**src/rtl/dot_product_sequencer_pkg.sv**
```systemverilog
// Shared types and widths for the dot-product sequencer and its environment.
package dotp_pkg;

   localparam int unsigned OP_W   = 4;
   localparam int unsigned PROD_W = 8;

   typedef enum logic [2:0] {
      S_IDLE,
      S_ISSUE,
      S_ARM,
      S_WAIT,
      S_OUT
   } state_t;

   // Smallest accumulator that cannot overflow over vec_len full-scale products.
   function automatic int unsigned min_acc_w(input int unsigned vec_len);
      return PROD_W + $clog2(vec_len);
   endfunction

endpackage

```
**src/rtl/dot_product_sequencer_if.sv**
```systemverilog
// Operand input, multiplier-side and sum-output signals of the sequencer, grouped as one bundle.
interface dot_product_sequencer_if #(
   parameter int unsigned ACC_W = 12
);
   import dotp_pkg::*;

   logic              in_valid;
   logic              in_ready;
   logic [OP_W-1:0]   in_a;
   logic [OP_W-1:0]   in_b;
   logic              mul_start;
   logic [OP_W-1:0]   mul_multiplier;
   logic [OP_W-1:0]   mul_multiplicand;
   logic [PROD_W-1:0] mul_product;
   logic              mul_done;
   logic              sum_valid;
   logic [ACC_W-1:0]  sum;
   logic              sum_ready;

   modport slave (
      input  in_valid, in_a, in_b, mul_product, mul_done, sum_ready,
      output in_ready, mul_start, mul_multiplier, mul_multiplicand, sum_valid, sum
   );

   modport master (
      output in_valid, in_a, in_b, mul_product, mul_done, sum_ready,
      input  in_ready, mul_start, mul_multiplier, mul_multiplicand, sum_valid, sum
   );

endinterface

```
**src/rtl/dot_product_sequencer_sync_fifo.sv**
```systemverilog
// Synchronous FIFO; pointers carry an extra wrap bit to tell full from empty.
module sync_fifo #(
   parameter int unsigned WIDTH = 8,
   parameter int unsigned DEPTH = 4
) (
   input  logic             clk,
   input  logic             rst,
   input  logic             push,
   input  logic [WIDTH-1:0] din,
   input  logic             pop,
   output logic [WIDTH-1:0] dout,
   output logic             full,
   output logic             empty
);
   localparam int unsigned AW = $clog2(DEPTH);

   logic [WIDTH-1:0] mem [DEPTH];
   logic [AW:0]      wr_ptr;
   logic [AW:0]      rd_ptr;

   assign empty = (wr_ptr == rd_ptr);
   assign full  = (wr_ptr[AW] != rd_ptr[AW]) && (wr_ptr[AW-1:0] == rd_ptr[AW-1:0]);
   assign dout  = mem[rd_ptr[AW-1:0]];

   always_ff @(posedge clk) begin
      if (push && !full) begin
         mem[wr_ptr[AW-1:0]] <= din;
      end
   end

   always_ff @(posedge clk) begin
      if (rst) begin
         wr_ptr <= '0;
         rd_ptr <= '0;
      end else begin
         if (push && !full) begin
            wr_ptr <= wr_ptr + 1'b1;
         end
         if (pop && !empty) begin
            rd_ptr <= rd_ptr + 1'b1;
         end
      end
   end

endmodule

```
**src/rtl/dot_product_sequencer.sv**
```systemverilog
// Feeds queued operand pairs through an external multiplier and accumulates a fixed-length dot product.
module dot_product_sequencer
   import dotp_pkg::*;
#(
   parameter int unsigned DEPTH   = 4,
   parameter int unsigned VEC_LEN = 4,
   parameter int unsigned ACC_W   = 12
) (
   input  logic                    CLK,
   input  logic                    RESET,
   dot_product_sequencer_if.slave  bus
);
   localparam int unsigned CNT_W = $clog2(VEC_LEN) + 1;

   if (ACC_W < min_acc_w(VEC_LEN)) begin : g_acc_w_check
      $error("ACC_W too narrow for VEC_LEN");
   end

   state_t              state;
   logic [2*OP_W-1:0]   head;
   logic                full;
   logic                empty;
   logic                push;
   logic                pop;
   logic [OP_W-1:0]     op_a;
   logic [OP_W-1:0]     op_b;
   logic [ACC_W-1:0]    acc;
   logic [CNT_W-1:0]    cnt;

   assign push = bus.in_valid && !full;
   assign pop  = (state == S_IDLE) && !empty;

   sync_fifo #(
      .WIDTH (2*OP_W),
      .DEPTH (DEPTH)
   ) u_fifo (
      .clk   (CLK),
      .rst   (RESET),
      .push  (push),
      .din   ({bus.in_a, bus.in_b}),
      .pop   (pop),
      .dout  (head),
      .full  (full),
      .empty (empty)
   );

   // ARM sits between the start pulse and WAIT so a done left high by the
   // previous product is never mistaken for the new one.
   always_ff @(posedge CLK) begin
      if (RESET) begin
         state <= S_IDLE;
         op_a  <= '0;
         op_b  <= '0;
         acc   <= '0;
         cnt   <= '0;
      end else begin
         case (state)
            S_IDLE: begin
               if (!empty) begin
                  op_a  <= head[2*OP_W-1:OP_W];
                  op_b  <= head[OP_W-1:0];
                  state <= S_ISSUE;
               end
            end
            S_ISSUE: state <= S_ARM;
            S_ARM:   state <= S_WAIT;
            S_WAIT: begin
               if (bus.mul_done) begin
                  acc   <= acc + ACC_W'(bus.mul_product);
                  cnt   <= cnt + 1'b1;
                  state <= (cnt == CNT_W'(VEC_LEN - 1)) ? S_OUT : S_IDLE;
               end
            end
            S_OUT: begin
               if (bus.sum_ready) begin
                  acc   <= '0;
                  cnt   <= '0;
                  state <= S_IDLE;
               end
            end
            default: state <= S_IDLE;
         endcase
      end
   end

   assign bus.in_ready         = !full;
   assign bus.mul_start        = (state == S_ISSUE);
   assign bus.mul_multiplier   = op_a;
   assign bus.mul_multiplicand = op_b;
   assign bus.sum_valid        = (state == S_OUT);
   assign bus.sum              = (state == S_OUT) ? acc : '0;

endmodule

```
**src/flat_wrapper.sv**
```systemverilog
// flat-port wrapper written by rule: the top's interface ports become plain ports
module dot_product_sequencer_flat import dotp_pkg::*;
#(
   parameter int unsigned DEPTH   = 4,
   parameter int unsigned VEC_LEN = 4,
   parameter int unsigned ACC_W   = 12
)
  (CLK, RESET, bus_in_valid, bus_in_a, bus_in_b, bus_mul_product, bus_mul_done, bus_sum_ready, bus_in_ready, bus_mul_start, bus_mul_multiplier, bus_mul_multiplicand, bus_sum_valid, bus_sum);
  dot_product_sequencer_if #(.ACC_W(ACC_W)) bus_i ();
  input  logic CLK;
  input  logic RESET;
  input wire logic [$bits(bus_i.in_valid)-1:0] bus_in_valid;
  input wire logic [$bits(bus_i.in_a)-1:0] bus_in_a;
  input wire logic [$bits(bus_i.in_b)-1:0] bus_in_b;
  input wire logic [$bits(bus_i.mul_product)-1:0] bus_mul_product;
  input wire logic [$bits(bus_i.mul_done)-1:0] bus_mul_done;
  input wire logic [$bits(bus_i.sum_ready)-1:0] bus_sum_ready;
  output wire logic [$bits(bus_i.in_ready)-1:0] bus_in_ready;
  output wire logic [$bits(bus_i.mul_start)-1:0] bus_mul_start;
  output wire logic [$bits(bus_i.mul_multiplier)-1:0] bus_mul_multiplier;
  output wire logic [$bits(bus_i.mul_multiplicand)-1:0] bus_mul_multiplicand;
  output wire logic [$bits(bus_i.sum_valid)-1:0] bus_sum_valid;
  output wire logic [$bits(bus_i.sum)-1:0] bus_sum;
  assign bus_i.in_valid = bus_in_valid;
  assign bus_i.in_a = bus_in_a;
  assign bus_i.in_b = bus_in_b;
  assign bus_i.mul_product = bus_mul_product;
  assign bus_i.mul_done = bus_mul_done;
  assign bus_i.sum_ready = bus_sum_ready;
  assign bus_in_ready = bus_i.in_ready;
  assign bus_mul_start = bus_i.mul_start;
  assign bus_mul_multiplier = bus_i.mul_multiplier;
  assign bus_mul_multiplicand = bus_i.mul_multiplicand;
  assign bus_sum_valid = bus_i.sum_valid;
  assign bus_sum = bus_i.sum;
  dot_product_sequencer #(.DEPTH(DEPTH), .VEC_LEN(VEC_LEN), .ACC_W(ACC_W)) u_core (.CLK(CLK), .RESET(RESET), .bus(bus_i));
endmodule
```
**config.mk**
```make
export PLATFORM = sky130hd
export DESIGN_NAME = dot_product_sequencer_flat
export DESIGN_NICKNAME = d
export VERILOG_FILES = /design/src/rtl/dot_product_sequencer_pkg.sv /design/src/rtl/dot_product_sequencer_if.sv /design/src/rtl/dot_product_sequencer_sync_fifo.sv /design/src/rtl/dot_product_sequencer.sv /design/src/flat_wrapper.sv
export SDC_FILE = /design/constraint.sdc
export NUM_CORES = 1
export LEC_CHECK = 0
export CAP_MARGIN = 25
export CORE_MARGIN = 10
export CORE_UTILIZATION = 29
export CTS_BUF_LIST = sky130_fd_sc_hd__clkbuf_8
export DETAILED_ROUTE_END_ITERATION = 16
export GPL_TIMING_DRIVEN = 1
export MAX_ROUTING_LAYER = met4
export PLACE_DENSITY = 0.45
export SLEW_MARGIN = 0
export SYNTH_ARGS = -nofsm -noshare
export SYNTH_HDL_FRONTEND = slang
export SYNTH_SLANG_ARGS = --single-unit
```
**constraint.sdc**
```tcl
create_clock -name CLK -period 5.9 [get_ports CLK]
set_input_delay 1.18 -clock CLK [delete_from_list [all_inputs] [get_ports CLK]]
set_output_delay 1.18 -clock CLK [all_outputs]
set_load 0.01 [all_outputs]
```
# Yosys cells after proc, flatten, opt, wreduce, memory -nomap -nowiden
# Memory sizes are Yosys's and may differ from the RTL's. A register that Yosys moved wholly into a read port is not among the register bits.
# Cells that the tools add are included.
[word_totals]
register_bits = 24
latch_bits = 0
ram_bits = 32
rom_bits = 0
input_bits = 21
mem_count = 1
[mem_list]
columns = ["memory", "depth", "word_bits", "read_ports", "rd_ports_with_merged_regs", "wr", "line_no", "source"]
rows = [
  ["u_core.u_fifo.mem", 4, 8, 1, 1, 1, "dot_product_sequencer_sync_fifo.sv:17", "logic [WIDTH-1:0] mem [DEPTH];"],
]
[classes]
n_addsub = 4
multipliers = 0
div_mod_pow = 0
order_cmp = 0
eq_ne = 11
n_shift = 0
mux = 13
bitwise_logic = 1
n_reduce_logical = 12
[op_table]
columns = ["operator", "n"]
rows = [
  ["$mux W12", 3],
  ["$pmux W12 S2", 1],
  ["$mux W3", 5],
  ["$pmux W3 S5", 1],
  ["$add A12 B8 Y12", 1],
  ["$add A3 B1 Y3 const B", 3],
  ["$eq A3 B2 Y1 const B", 3],
  ["$ne A2 B2 Y1 const B", 3],
  ["$pmux W3 S2", 1],
  ["$reduce_and A3 Y1", 2],
  ["$logic_and A1 B1 Y1", 5],
  ["$eq A3 B1 Y1 const B", 1],
  ["$eq A3 B3 Y1", 1],
  ["$eq A3 B3 Y1 const B", 1],
  ["$logic_not A3 Y1", 1],
  ["$eq A2 B2 Y1", 1],
  ["$logic_not A1 Y1", 2],
  ["$mux W1", 2],
  ["$reduce_and A2 Y1", 1],
  ["$reduce_bool A2 Y1", 1],
  ["$ne A1 B1 Y1", 1],
  ["$not A1 Y1", 1],
]

# Depth between registers and ports, before layout
# Gate-level depths: netlist of run 1.
[logic_depth]
ltp_word = 7
ltp_mapped = 8
depth_no_buf = 8

# Cells and area by module
# From an unflattened synthesis of run 1, not the netlist that was laid out.
[hier_totals]
hier_cells = 292
hier_area_um2 = 3250.6
[modules_own_cells]
columns = ["mod", "instances", "cells_each", "area_per_inst_um2", "seq_area_each_um2"]
rows = [
  ["sync_fifo", 1, 110, 1731.7, 1121.1],
  ["dot_product_sequencer", 1, 182, 1519.0, 520.5],
]

# Least setup slack after synthesis of run 1
# Ideal clock, no wire load.
[synth_path]
path_type = "input-to-reg"
startpoint = "in bus_mul_product[0]"
endpoint = "reg u_core.acc[10]"
arrival_ns = 2.716
required_ns = 5.785
slack_ns = 3.069
cell_stages = 8
path_cell_list = "ha_1 -> inv_1 -> fa_1 -> nand2b_1 -> a211oi_1 -> o2111ai_2 -> xnor2_1 -> and2_1"
[synth_between]
elab_chain_len = 3
[synth_lines]
columns = ["element", "line_no", "source"]
rows = [
  ["start: declaration", "flat_wrapper.sv:15", "input wire logic [$bits(bus_i.mul_product)-1:0] bus_mul_product;"],
  ["$add A12 B8 Y12", "dot_product_sequencer.sv:69", "acc <= acc + ACC_W'(bus.mul_product);"],
  ["$mux W12", "dot_product_sequencer.sv:68", "if (bus.mul_done) begin"],
  ["$pmux W12 S2", "dot_product_sequencer.sv:57", "case (state)"],
  ["end signal: assignment", "dot_product_sequencer.sv:69", ""],
  ["end: declaration", "dot_product_sequencer.sv:27", "logic [ACC_W-1:0] acc;"],
]
# No other way between the ends. The select of a mux whose other input is x is not followed.
# A chain may end at the register's enable or synchronous reset.

# Final worst setup path of run 1
[layout_path]
startpoint = "reg u_core.u_fifo.rd_ptr[0]"
endpoint = "out bus_in_ready"
[layout_between]
elab_chain_len = 3
[layout_lines]
columns = ["element", "line_no", "source"]
rows = [
  ["start: declaration", "dot_product_sequencer_sync_fifo.sv:19", "logic [AW:0] rd_ptr;"],
  ["start signal: assignment", "dot_product_sequencer_sync_fifo.sv:40", "rd_ptr <= rd_ptr + 1'b1;"],
  ["$eq A2 B2 Y1", "dot_product_sequencer_sync_fifo.sv:22", "assign full = (wr_ptr[AW] != rd_ptr[AW]) && (wr_ptr[AW-1:0] == rd_ptr[AW-1:0]);"],
  ["$logic_and A1 B1 Y1", "dot_product_sequencer_sync_fifo.sv:22", ""],
  ["$logic_not A1 Y1", "dot_product_sequencer.sv:86", "assign bus.in_ready = !full;"],
  ["end: declaration", "flat_wrapper.sv:18", "output wire logic [$bits(bus_i.in_ready)-1:0] bus_in_ready;"],
]
# No other way between the ends.

==> reports/qor.txt, run 1 <==
Post-synth EDFFs -> 32
Skew final -> 0.0116 ns
Worst skew pair latency -> 0.34 ns
Layout fillers -> 1,022
Hold Path Class -> flip-flop to flip-flop
Vias post-DR -> 1,962
Initial antenna violation count -> 0
Crit Reg-Reg Endpoint -> u_core.u_fifo.mem[2][6]$_DFFE_PP_
RSZ-0062 raised after global routing -> false
Reg2reg start -> u_core.u_fifo.rd_ptr[0]$_SDFFE_PP0P_
DP HPWL -> 4540 um
Initial cell density of the core -> 0.295
Drt first pass iters -> 4
Vias/cell -> 4.53
Global-route wire length before repair -> 10,600 um
CTS sink cnt -> 64
Peak supply drop -> 0.000186 V
CP startpoint kind -> flip-flop
LEAKAGE -> 1.38 nW
Root buf cell -> clkbuf_8
CTS clk-pin slew, worst paths -> 0.07 ns
Largest area contributor in the netlist -> edfxtp_1
Seq/Total Area, Yosys -> 0.530
Power density over cell area -> 345 mW/mm^2
Endpoints failing setup -> 0
Synth top cells by count -> dfxtp_1 (32), edfxtp_1 (32), nor2_1 (31)
Gr ovfl total -> 0
CTS tree -> yes
Die area -> 0.0149 mm^2
Port buffer count -> 43
Share of the synthesized area in the top cell type -> 0.318
Synthesized flop and latch total -> 64
DRT Wirelength -> 6460 um
Number of distinct library cells after synthesis -> 51
Vias in the first global route -> 2,058
Final hold vios -> 0
Gate Count Post-Synth -> 244
Clock Path Buffers -> 2
Share of cells above drive strength 1 -> 0.121
Initial DRC Count -> 84
IO Count -> 44
Post-route DRC violation count -> 0
Row cnt -> 37
Antenna Nets Post-Route -> 0
Top FF cell, synth -> edfxtp_1
Crit Path Category -> flip-flop to output port
Slew @ Worst Pin -> 0.989 ns
Final period util -> 0.550
Outcome -> completed
Fmax -> 308 MHz
Post_cts resized -> 0
# diodes -> 0
Asr flop ratio synth -> 0
Crit path time final -> 3.24 ns
Syn Nets -> 281
Cells on Worst Hold Path -> 2
Ranking of synthesized cells by area -> edfxtp_1 (32%), dfxtp_1 (21%), ha_1 (6.2%)
Synthesized area -> 0.00302 mm^2
Largest net degree at the start of global routing -> 33
R2R cell count -> 3
H-Tree Level Count -> 3
Final setup TNS -> 0 ns
Fin nets -> 329
CTS Hold Bufs -> 0
YS warnings -> 0
Critical path capture point type -> output port
Wire per inst -> 14.9 um
CP arrival -> 2.06 ns
Global-route usage over all layers -> 0.0940
Beginning of the worst hold path -> u_core.acc[11]$_SDFFE_PP0P_
Max Cap Viol -> 0
Critical path required time -> 4.72 ns
Setup crit start -> u_core.u_fifo.rd_ptr[0]$_SDFFE_PP0P_
Core ar. -> 0.0102 mm^2
R2r setup slk -> 3.68 ns
Max FO, Critical Path -> 11
Die Span X -> 122 um
RD Place Congestion -> 0.741
Die height -> 122 um
Max-slew violation count -> 0
Area grow syn2layout -> 25.5%
Avg Cell Area, Syn -> 12.4 um^2
Worst slew margin -> 0.340
Post-CTS repair timing setup buffer count -> 0
Hold_ws -> 0.474 ns
Worst hold path endpoint -> u_core.acc[11]$_SDFFE_PP0P_
Num CTS Buffers -> 9
[per-stage QoR]
step / instance area [um^2] / instances / utilization / setup WS [ns] / total power (W)
finish: 3790 / 433 / 0.371 / 2.66 / 0.00131
global route: 3790 / 433 / 0.371 / 2.48 / 0.00140
CTS: 3790 / 433 / 0.371 / 2.56 / 0.00134
detailed placement: 3590 / 417 / 0.351 / 2.37 / 0.000960
global placement: 3580 / 416 / 0.350 / 2.39 / 0.000945
floorplan: 3020 / 244 / - / 3.07 / 0.000836
[per-layer routing]
metal,wire length [um],GRT usage,up-vias
met5,0,-,-
met4,63,0.0265,0
met3,427,0.0352,7
met2,2970,0.148,53
met1,3000,0.110,918
li1,-,-,984
[where the power goes]
part / internal (W) / leakage (nW) / switching [W]
registers: 0.000519 / 0.554 / 0.0000637
logic: 0.000204 / 0.721 / 0.000153
clock network: 0.000196 / 0.101 / 0.000175
[worst max-delay path by stage]
stage	endpoint	slack, ns	depth (start not counted)
2_1_floorplan	u_core.acc[10]$_SDFFE_PP0P_	3.07	8
3_3_place_gp	u_core.acc[10]$_SDFFE_PP0P_	2.39	9
3_5_place_dp	u_core.acc[10]$_SDFFE_PP0P_	2.37	9
4_1_cts	bus_in_ready	2.56	3
5_1_grt	bus_in_ready	2.48	3
6_report	bus_in_ready	2.66	3
[cell usage in the layout (no fill, tap or decap), types with 2 or more instances in the layout]
cell | netlist | layout
a21o_1 | 4 | 4
nand3_1 | 2 | 2
nand3b_1 | 2 | 2
clkinv_4 | 0 | 2
xnor2_1 | 9 | 9
and2_1 | 17 | 17
edfxtp_1 | 32 | 32
nand2_1 | 3 | 3
o21a_1 | 2 | 2
mux2i_1 | 10 | 10
a22oi_1 | 6 | 6
clkdlybuf4s50_1 | 0 | 43
nand4_1 | 3 | 3
clkbuf_8 | 0 | 9
nor2_1 | 31 | 31
xor2_1 | 3 | 3
nand2b_1 | 4 | 4
a21oi_1 | 11 | 11
nor3b_1 | 2 | 2
mux4_2 | 8 | 8
dfxtp_1 | 32 | 32
ha_1 | 15 | 15
inv_1 | 11 | 12
a211oi_1 | 2 | 2
buf_4 | 2 | 2
[area by class of cell]
type / instances / area [um^2] / share of cell area
clock buffer: 9 / 124 / 0.0327
clock inverter: 7 / 72.6 / 0.0191
inverter: 11 / 41.3 / 0.0109
multi-input combinational: 160 / 1320 / 0.349
sequential: 64 / 1600 / 0.422
tap: 136 / 170 / 0.0449
timing repair buffer: 46 / 460 / 0.121
[sequential cells by signal, indices dropped and copies added (netlist names)]
name                         flops
u_core.bus.mul_multiplier        4
u_core.acc                      12
u_core.cnt                       3
u_core.bus.mul_multiplicand      4
u_core.u_fifo.wr_ptr             3
u_core.state                     3
u_core.u_fifo.mem               32
u_core.u_fifo.rd_ptr             3
[kinds of logic (layout without fill, tap and decap cells)]
| group | after synthesis | in the layout | synth area share |
|---|---|---|---|
| AND/OR/NAND/NOR | 73 | 73 | 0.129 |
| multiplexers | 18 | 18 | 0.0928 |
| AO/OA/AOI/OAI | 39 | 39 | 0.0977 |
| adder cells (fa/ha/maj) | 16 | 16 | 0.0687 |
| XOR/XNOR | 14 | 14 | 0.0493 |
| buffers and inverters | 20 | 73 | 0.0327 |
| flip-flops | 64 | 64 | 0.530 |
[critical path: stages, from the launching register on]
cell and delay [ns]:
dfxtp_1 0.87, xnor2_4 0.19, nand3_1 0.13, clkdlybuf4s50_1 0.54
(Power assumes the default switching activity.)
==> inputs of run 2 (changes only) <==
Settings changed: PLACE_DENSITY 0.45 to 0.47.
Clock period 5.9 ns to 2.7 ns, I/O delays scaled along.
==> reports/qor.txt, run 2 (synthesis gave the netlist of run 1 again) <==
Final hold vios -> 0 (unchanged)
Antenna Nets Post-Route -> 0 (unchanged)
RD Place Congestion -> 0.759 (+2.5%)
Initial cell density of the core -> 0.295 (unchanged)
Largest net degree at the start of global routing -> 24 (-27%)
Crit path time final -> 2.47 ns
Max Cap Viol -> 0 (unchanged)
Hold_ws -> 0.478 ns (+0.00387 ns)
Skew final -> 0.00817 ns (-0.00341 ns)
CP arrival -> 2.70 ns (+0.64 ns)
Fmax -> 405 MHz
Worst skew pair latency -> 0.33 ns (about the same)
Outcome -> completed
Max FO, Critical Path -> 3 (-8)
Slew @ Worst Pin -> 0.465 ns (-0.524 ns)
Die height -> 122 um (unchanged)
H-Tree Level Count -> 3 (unchanged)
Met3 WL post-DR -> 327 um (-23%)
Power density over cell area -> 762 mW/mm^2 (+120%)
DP HPWL -> 4570 um (+0.71%)
Critical path required time -> 2.93 ns (-1.79 ns)
# diodes -> 0 (unchanged)
Core ar. -> 0.0102 mm^2 (unchanged)
PnR worst setup slack -> 0.234 ns (-2.42 ns)
Pre-CTS setup slack -> -0.113 ns (-2.49 ns)
Wire per inst -> 14.3 um (-4.4%)
Post-Layout Inst Area -> 0.00388 mm^2 (+2.4%)
CTS tree -> yes
IO Count -> 44 (unchanged)
Initial DRC Count -> 49 (-42%)
Post-route DRC violation count -> 0 (unchanged)
Vias/cell -> 4.44 (-1.9%)
Clock Path Buffers -> 2 (unchanged)
Met2 wire length -> 2980 um (+0.34%)
Highest routed layer -> met4
Wl on met1 -> 2910 um (-3.0%)
Worst slew margin -> 0.690 (+0.350)
Max-slew violation count -> 0 (unchanged)
Global-route wire length before repair -> 10,200 um (-4.1%)
Share of cells above drive strength 1 -> 0.150 (+0.0291)
Post_cts resized -> 0 (unchanged)
DP Area -> 0.00365 mm^2 (+1.7%)
LEAKAGE -> 1.43 nW (+4.1%)
Final period util -> 0.913
Crit Path Category -> primary input to flip-flop
Initial antenna violation count -> 0 (unchanged)
Post-CTS repair timing setup buffer count -> 0 (unchanged)
Endpoints failing setup -> 0 (unchanged)
Area grow syn2layout -> 28.5%
CTS clk-pin slew, worst paths -> 0.08 ns (about the same)
CP startpoint kind -> primary input
Num CTS Buffers -> 9 (unchanged)
Number of flip-flops under the largest register name -> 32 (unchanged)
Global-route usage over all layers -> 0.0903 (-0.00369)
Gr ovfl total -> 0 (unchanged)
Row cnt -> 37 (unchanged)
Root buf cell -> clkbuf_8
Hold Path Class -> flip-flop to flip-flop
RSZ-0062 raised after global routing -> false
Die Span X -> 122 um (unchanged)
Vias post-DR -> 1,964 (+0.10%)
Port buffer count -> 43 (unchanged)
CTS sink cnt -> 64 (unchanged)
Peak supply drop -> 0.000324 V (+74%)
Commonest non-fill, non-tap cells in the layout -> clkdlybuf4s50_1 (43), dfxtp_1 (32), edfxtp_1 (32)
Drt first pass iters -> 4 (unchanged)
Layout fillers -> 1,006 (-1.6%)
Vias in the first global route -> 2,030 (-1.4%)
Fin nets -> 338 (+2.7%)
Critical path capture point type -> flip-flop
Total power -> 0.00296 W (+130%)
CTS Hold Bufs -> 0 (unchanged)
Die area -> 0.0149 mm^2 (unchanged)
DRT Wirelength -> 6310 um (-2.4%)
Commonest non-fill, non-tap cell in the layout -> clkdlybuf4s50_1
[run 2: changes by cell type in the layout (fill, tap and decap cells not counted), sizes merged]
| cell | before | now |
|---|---|---|
| clkinv | 3 | 4 |
| bufinv | 1 | 2 |
| clkinvlp | 1 | 0 |
| inv | 13 | 12 |
| buf | 3 | 12 |
[run 2: per-stage QoR]
step	cells	utilization	setup TNS (ns)
after floorplan	244	-	0
after global placement	426	0.357	-0.0777
after detailed placement	426	0.357	-0.142
after CTS	442	0.379	0
after global routing	442	0.379	0
final	442	0.379	0
[run 2: path summary, 6_finish.rpt]
kind / start / end / slack, ns / cells past startpoint
worst max-delay path: bus_mul_product[0] / u_core.acc[10]$_SDFFE_PP0P_ / 0.23 / 10
worst min-delay path: u_core.acc[11]$_SDFFE_PP0P_ / u_core.acc[11]$_SDFFE_PP0P_ / 0.48 / 2
worst min register to register: u_core.acc[11]$_SDFFE_PP0P_ / u_core.acc[11]$_SDFFE_PP0P_ / 0.48 / 2
worst max register to register: u_core.acc[0]$_SDFFE_PP0P_ / u_core.acc[10]$_SDFFE_PP0P_ / 0.57 / 9
[run 2: critical path: stages]
cell and delay, ns:
clkdlybuf4s50_1 0.48, ha_1 0.17, inv_1 0.05, fa_1 0.38, nand2b_1 0.19, a211oi_1 0.29
buf_4 0.18, o2111ai_2 0.13, xnor2_1 0.14, and2_1 0.14
[run 2: power breakdown]
group	internal [W]	switching [W]	leakage, nW
clock	0.000529	0.000387	0.114
sequential	0.00113	0.0000895	0.554
combinational	0.000450	0.000372	0.764
total	0.00211	0.000848	1.43
[run 2: area by class of cell]
class / count / area [um^2] / share of cell area
clock buffer: 9 / 124 / 0.0319
clock inverter: 7 / 104 / 0.0267
inverter: 11 / 41.3 / 0.0106
multi-input combinational: 160 / 1320 / 0.340
sequential: 64 / 1600 / 0.413
tap: 136 / 170 / 0.0438
timing repair buffer: 55 / 520 / 0.134
[run 2: per-layer routing]
metal / GRT usage / vias up
met5: - / -
met4: 0.0376 / 0
met3: 0.0273 / 9
met2: 0.143 / 44
met1: 0.105 / 908
li1: - / 1003
==> RTL change 1: new RTL, flow settings as in run 2 <==
Re-encode `state_t` (5 states) as Gray code, 3 bits wide.
--- a/src/rtl/dot_product_sequencer_pkg.sv
+++ b/src/rtl/dot_product_sequencer_pkg.sv
@@ -5,11 +5,11 @@
    localparam int unsigned PROD_W = 8;
 
    typedef enum logic [2:0] {
-      S_IDLE,
-      S_ISSUE,
-      S_ARM,
-      S_WAIT,
-      S_OUT
+      S_IDLE  = 3'b000,
+      S_ISSUE = 3'b001,
+      S_ARM   = 3'b011,
+      S_WAIT  = 3'b010,
+      S_OUT   = 3'b110
    } state_t;
 
    // Smallest accumulator that cannot overflow over vec_len full-scale products.
Check against the original RTL: same outputs for any inputs over 10 cycles, from zero or initial values and one cycle with RESET high; not proved beyond that.
==> RTL change 1 against run 2 <==
  * Sequential cell count unchanged
  * Via count is 0.56% lower
  * Critical path depth down 6
  * Critical path type is now register to output pin
  * Area after synthesis about the same
  * Final area decreased by 1.4%
  * Wire length up 0.38%
  * Final cell count is 0.45% lower
  * Total power down 1.3%
  * Worst setup slack improved by 0.024 ns
==> RTL change 1: results (changes against run 2) <==
.. list-table::
   :header-rows: 1

   * - Metric
     - Value
   * - Data arrival time of the critical path
     - 1.90 ns (-0.80 ns)
   * - Via-per-instance ratio
     - 4.44 (-0.11%)
   * - Minimum setup slack among reg-to-reg paths
     - 0.64 ns (+0.07 ns)
   * - Static Leakage
     - 1.40 nW (-2.3%)
   * - Slew headroom
     - 0.592 (-0.0976)
   * - Clock Skew
     - 0.00687 ns (-0.00130 ns)
   * - Critical hold path startpoint
     - u_core.cnt[0]$_SDFFE_PP0P_
   * - Adder-cell share of the synthesized area
     - 0.0688 (about the same)
   * - Final hold slack
     - 0.482 ns (+0.00330 ns)
   * - Proportion of synthesized area in mux cells
     - 0.0961 (+0.00339)
   * - Wire length of the first global-routing pass
     - 10.2 mm (about the same)
   * - Nets in the synthesized netlist
     - 286 (+1.8%)
   * - Layout cell share with drive strength beyond 1
     - 0.125 (-0.0253)
   * - Number of global-route vias before repair
     - 2033 (+0.15%)
   * - Drt first-iter violations
     - 81 (+65%)
   * - Status
     - complete, no violations
   * - Global-route usage over all layers
     - 0.0904 (about the same)
   * - Fill count
     - 1008 (+0.20%)
   * - GP Congestion
     - 0.802 (+5.7%)
   * - Number of distinct library cell variants in the gate-level netlist after synthesis
     - 46 (-9.8%)
   * - Number of cell instances on the worst register-to-register path
     - 8 (-1)
   * - NumNets Final
     - 336 (-0.59%)
   * - Destination of the worst hold path
     - u_core.cnt[0]$_SDFFE_PP0P_
   * - Area contributors post-synth
     - sky130_fd_sc_hd__edfxtp_1, sky130_fd_sc_hd__dfxtp_1, sky130_fd_sc_hd__ha_1, sky130_fd_sc_hd__mux4_2, sky130_fd_sc_hd__mux2i_1
   * - Cell count of the worst hold path
     - 1 (-1)
   * - Final HPWL from detailed placement
     - 4.62 mm (+1.1%)
-- RTL change 1: area by class of cell --
| class | count | area (um2) | area share |
|---|---|---|---|
| clock buffers | 9 | 124 | 0.0323 |
| clock inverters | 7 | 105 | 0.0274 |
| inverters | 11 | 41.3 | 0.0108 |
| multi-input cells | 164 | 1310 | 0.342 |
| flip-flops and latches | 64 | 1600 | 0.418 |
| well taps | 136 | 170 | 0.0444 |
| repair buffers | 49 | 475 | 0.124 |
-- RTL change 1: repair_timing --
item                       CTS  global route
setup endpoints to repair    0             2
resized for setup            0             1
hold buffers                 0             0
buffers inserted             0             0
-- RTL change 1: stage by stage --
step	worst slack [ns]	cells
after floorplan	0.618	249
after global placement	-0.00554	424
after detailed placement	-0.0348	424
after CTS	0.0977	440
after global routing	0.107	440
final	0.258	440
-- RTL change 1: worst max path at each step --
stage                            startpoint                     endpoint  slack [ns]  depth (start not counted)
2_1_floorplan            bus_mul_product[0]  u_core.acc[10]$_SDFFE_PP0P_        0.62                          8
3_3_place_gp             bus_mul_product[0]  u_core.acc[10]$_SDFFE_PP0P_      -0.006                          9
3_5_place_dp             bus_mul_product[0]  u_core.acc[10]$_SDFFE_PP0P_       -0.03                          9
4_1_cts        u_core.state[2]$_SDFFE_PP0P_                   bus_sum[8]         0.1                          4
5_1_grt        u_core.state[2]$_SDFFE_PP0P_                   bus_sum[5]        0.11                          4
6_report       u_core.state[2]$_SDFFE_PP0P_                   bus_sum[8]        0.26                          4
-- RTL change 1: kinds of logic (layout without fill, tap and decap cells) --
family	after synthesis	in the layout
simple gates	75	75
flops	64	64
compound gates	41	41
buf+inv	21	76
mux	19	19
fa+ha+maj	16	16
xor+xnor	13	13
-- RTL change 1: layer usage --
| layer | vias to the layer above | wire length [um] | GRT usage |
|---|---|---|---|
| li1 | 1004 | - | - |
| met1 | 905 | 3060 | 0.108 |
| met2 | 38 | 2920 | 0.142 |
| met3 | 6 | 284 | 0.0222 |
| met4 | 0 | 61 | 0.0380 |
| met5 | - | 0 | - |
-- RTL change 1: power by group through the flow --
stage | clock network [mW] | logic, mW | registers, mW
finish | 0.934 | 0.781 | 1.21
global route | 1.01 | 0.861 | 1.22
CTS | 0.959 | 0.805 | 1.21
detailed placement | 0 | 0.800 | 1.23
global placement | 0 | 0.801 | 1.23
floorplan | 0 | 0.526 | 1.24
-- RTL change 1: worst max-delay path: stages (launching register included) --
cell and delay [ns]:
sky130_fd_sc_hd__dfxtp_2 0.42, sky130_fd_sc_hd__and3b_1 0.27, sky130_fd_sc_hd__buf_4 0.21, sky130_fd_sc_hd__and2_1 0.15, sky130_fd_sc_hd__clkdlybuf4s50_1 0.53
==> RTL change 2: new RTL, settings of run 2 <==
Made on the original files. The package constant `OP_W` goes from 4 to 5.
--- a/src/rtl/dot_product_sequencer_pkg.sv
+++ b/src/rtl/dot_product_sequencer_pkg.sv
@@ -1,7 +1,7 @@
 // Shared types and widths for the dot-product sequencer and its environment.
 package dotp_pkg;
 
-   localparam int unsigned OP_W   = 4;
+   localparam int unsigned OP_W   = 5;
    localparam int unsigned PROD_W = 8;
 
    typedef enum logic [2:0] {
Ports: changed (resized bus_in_a, bus_in_b, bus_mul_multiplicand and bus_mul_multiplier); port bits go from 44 to 48. No check against the original RTL was run, so the function may have changed too.
==> RTL change 2 against run 2 <==
  * Sequential share of layout area grew 2.7 points
  * Final area grew 10%
  * Total power up 5.1%
  * Worst setup slack lost 0.058 ns
  * Die area is 9.3% higher
  * Area after synthesis rose by 11%
  * Wire length rose by 13%
  * Sequential cell count grew 10
  * Critical endpoint is now bus_sum[5]
==> RTL change 2: results (changes against run 2) <==
.. list-table::
   :header-rows: 1

   * - Metric
     - Value
   * - Clock Skew
     - 0.0111 ns (+0.00297 ns)
   * - DP Cell Count
     - 459 (+7.7%)
   * - Nets in the synthesized netlist
     - 301 (+7.1%)
   * - NumNets Final
     - 366 (+8.3%)
   * - Adder-cell share of the synthesized area
     - 0.0618 (-0.00689)
   * - Average detailed-routed wire length per instance
     - 15.0 um (+5.5%)
   * - Max FO, Critical Path
     - 12 (+9)
   * - Crit path launch
     - u_core.state[2]$_SDFFE_PP0P_
   * - Dpl ws
     - -0.0799 ns (+0.0332 ns)
   * - Static Leakage
     - 1.60 nW (+12%)
   * - Layout cell share with drive strength beyond 1
     - 0.151 (+0.000276)
   * - Area of the multi-input gates
     - 1380 um2 (+4.4%)
   * - Drt first-iter violations
     - 116 (+140%)
   * - Status
     - complete, no violations
   * - Number of distinct library cell variants in the gate-level netlist after synthesis
     - 47 (-7.8%)
   * - Area fraction in compound gates after synthesis
     - 0.0902 (-0.00756)
   * - Placed cell area
     - 4080 um2 (+12%)
   * - Slew headroom
     - 0.400 (-0.290)
   * - Wire length of the first global-routing pass
     - 11.8 mm (+16%)
   * - Final HPWL from detailed placement
     - 5.18 mm (+13%)
   * - Fraction of post-synthesis cell area in the top cell type by area
     - 0.358 (+0.0397)
   * - Sequential cell area
     - 1880 um2 (+17%)
   * - Area contributors post-synth
     - sky130_fd_sc_hd__edfxtp_1, sky130_fd_sc_hd__dfxtp_1, sky130_fd_sc_hd__mux4_2, sky130_fd_sc_hd__ha_1, sky130_fd_sc_hd__nor2_1
   * - Post-synthesis sequential area ratio
     - 0.560 (+0.0303)
   * - Total via count in the routed design
     - 2163 (+10%)
   * - Final worst path period need
     - 2.52 ns (+0.0578 ns)
   * - Count of non-filler cells in the finished layout
     - 475 (+7.5%)
   * - Slowest cell delay on critical path
     - 0.54 ns (+0.06 ns)
   * - Proportion of synthesized area in mux cells
     - 0.103 (+0.0101)
   * - Multi-Input Combinational
     - 167 (+4.4%)
   * - Largest register FFs
     - 40 (+25%)
   * - Number of synthesized flops with an enable pin
     - 40 (+25%)
   * - Inverters excl. clock
     - 10 (-1)
   * - Critical path endpoint
     - bus_sum[5]
   * - Post-route design area
     - 4280 um2 (+10%)
   * - Layout clock area frac
     - 0.0467 (-0.0119)
   * - Non-clock buffer contribution to total cell area
     - 0.141 (+0.00733)
   * - Number of ordinary and repair buffers in the finished layout
     - 65 (+18%)
   * - Number of instances in the synthesized netlist
     - 262 (+7.4%)
   * - Final hold slack
     - 0.473 ns (-0.00567 ns)
==> RTL change 2: report_power, final <==
group / internal [mW] / switching [mW]
sequential: 1.31 / 0.0863
clock: 0.435 / 0.433
combinational: 0.451 / 0.390
total: 2.20 / 0.910
==> RTL change 2: worst reg2reg max path: stages, from the launching register on <==
cell and delay, ns:
sky130_fd_sc_hd__dfxtp_1 0.38, sky130_fd_sc_hd__ha_1 0.18, sky130_fd_sc_hd__inv_1 0.05, sky130_fd_sc_hd__fa_1 0.37, sky130_fd_sc_hd__nand2b_1 0.19, sky130_fd_sc_hd__a211oi_1 0.28
sky130_fd_sc_hd__buf_4 0.18, sky130_fd_sc_hd__o2111ai_2 0.13, sky130_fd_sc_hd__xnor2_1 0.14, sky130_fd_sc_hd__and2_1 0.15
==> RTL change 2: metal layers <==
layer | GRT usage | wire length [um] | vias up
met2 | 0.145 | 3360 | 39
met1 | 0.115 | 3470 | 1034
met3 | 0.0223 | 270 | 5
met5 | - | 0 | -
met4 | 0.0311 | 49 | 0
li1 | - | - | 1085
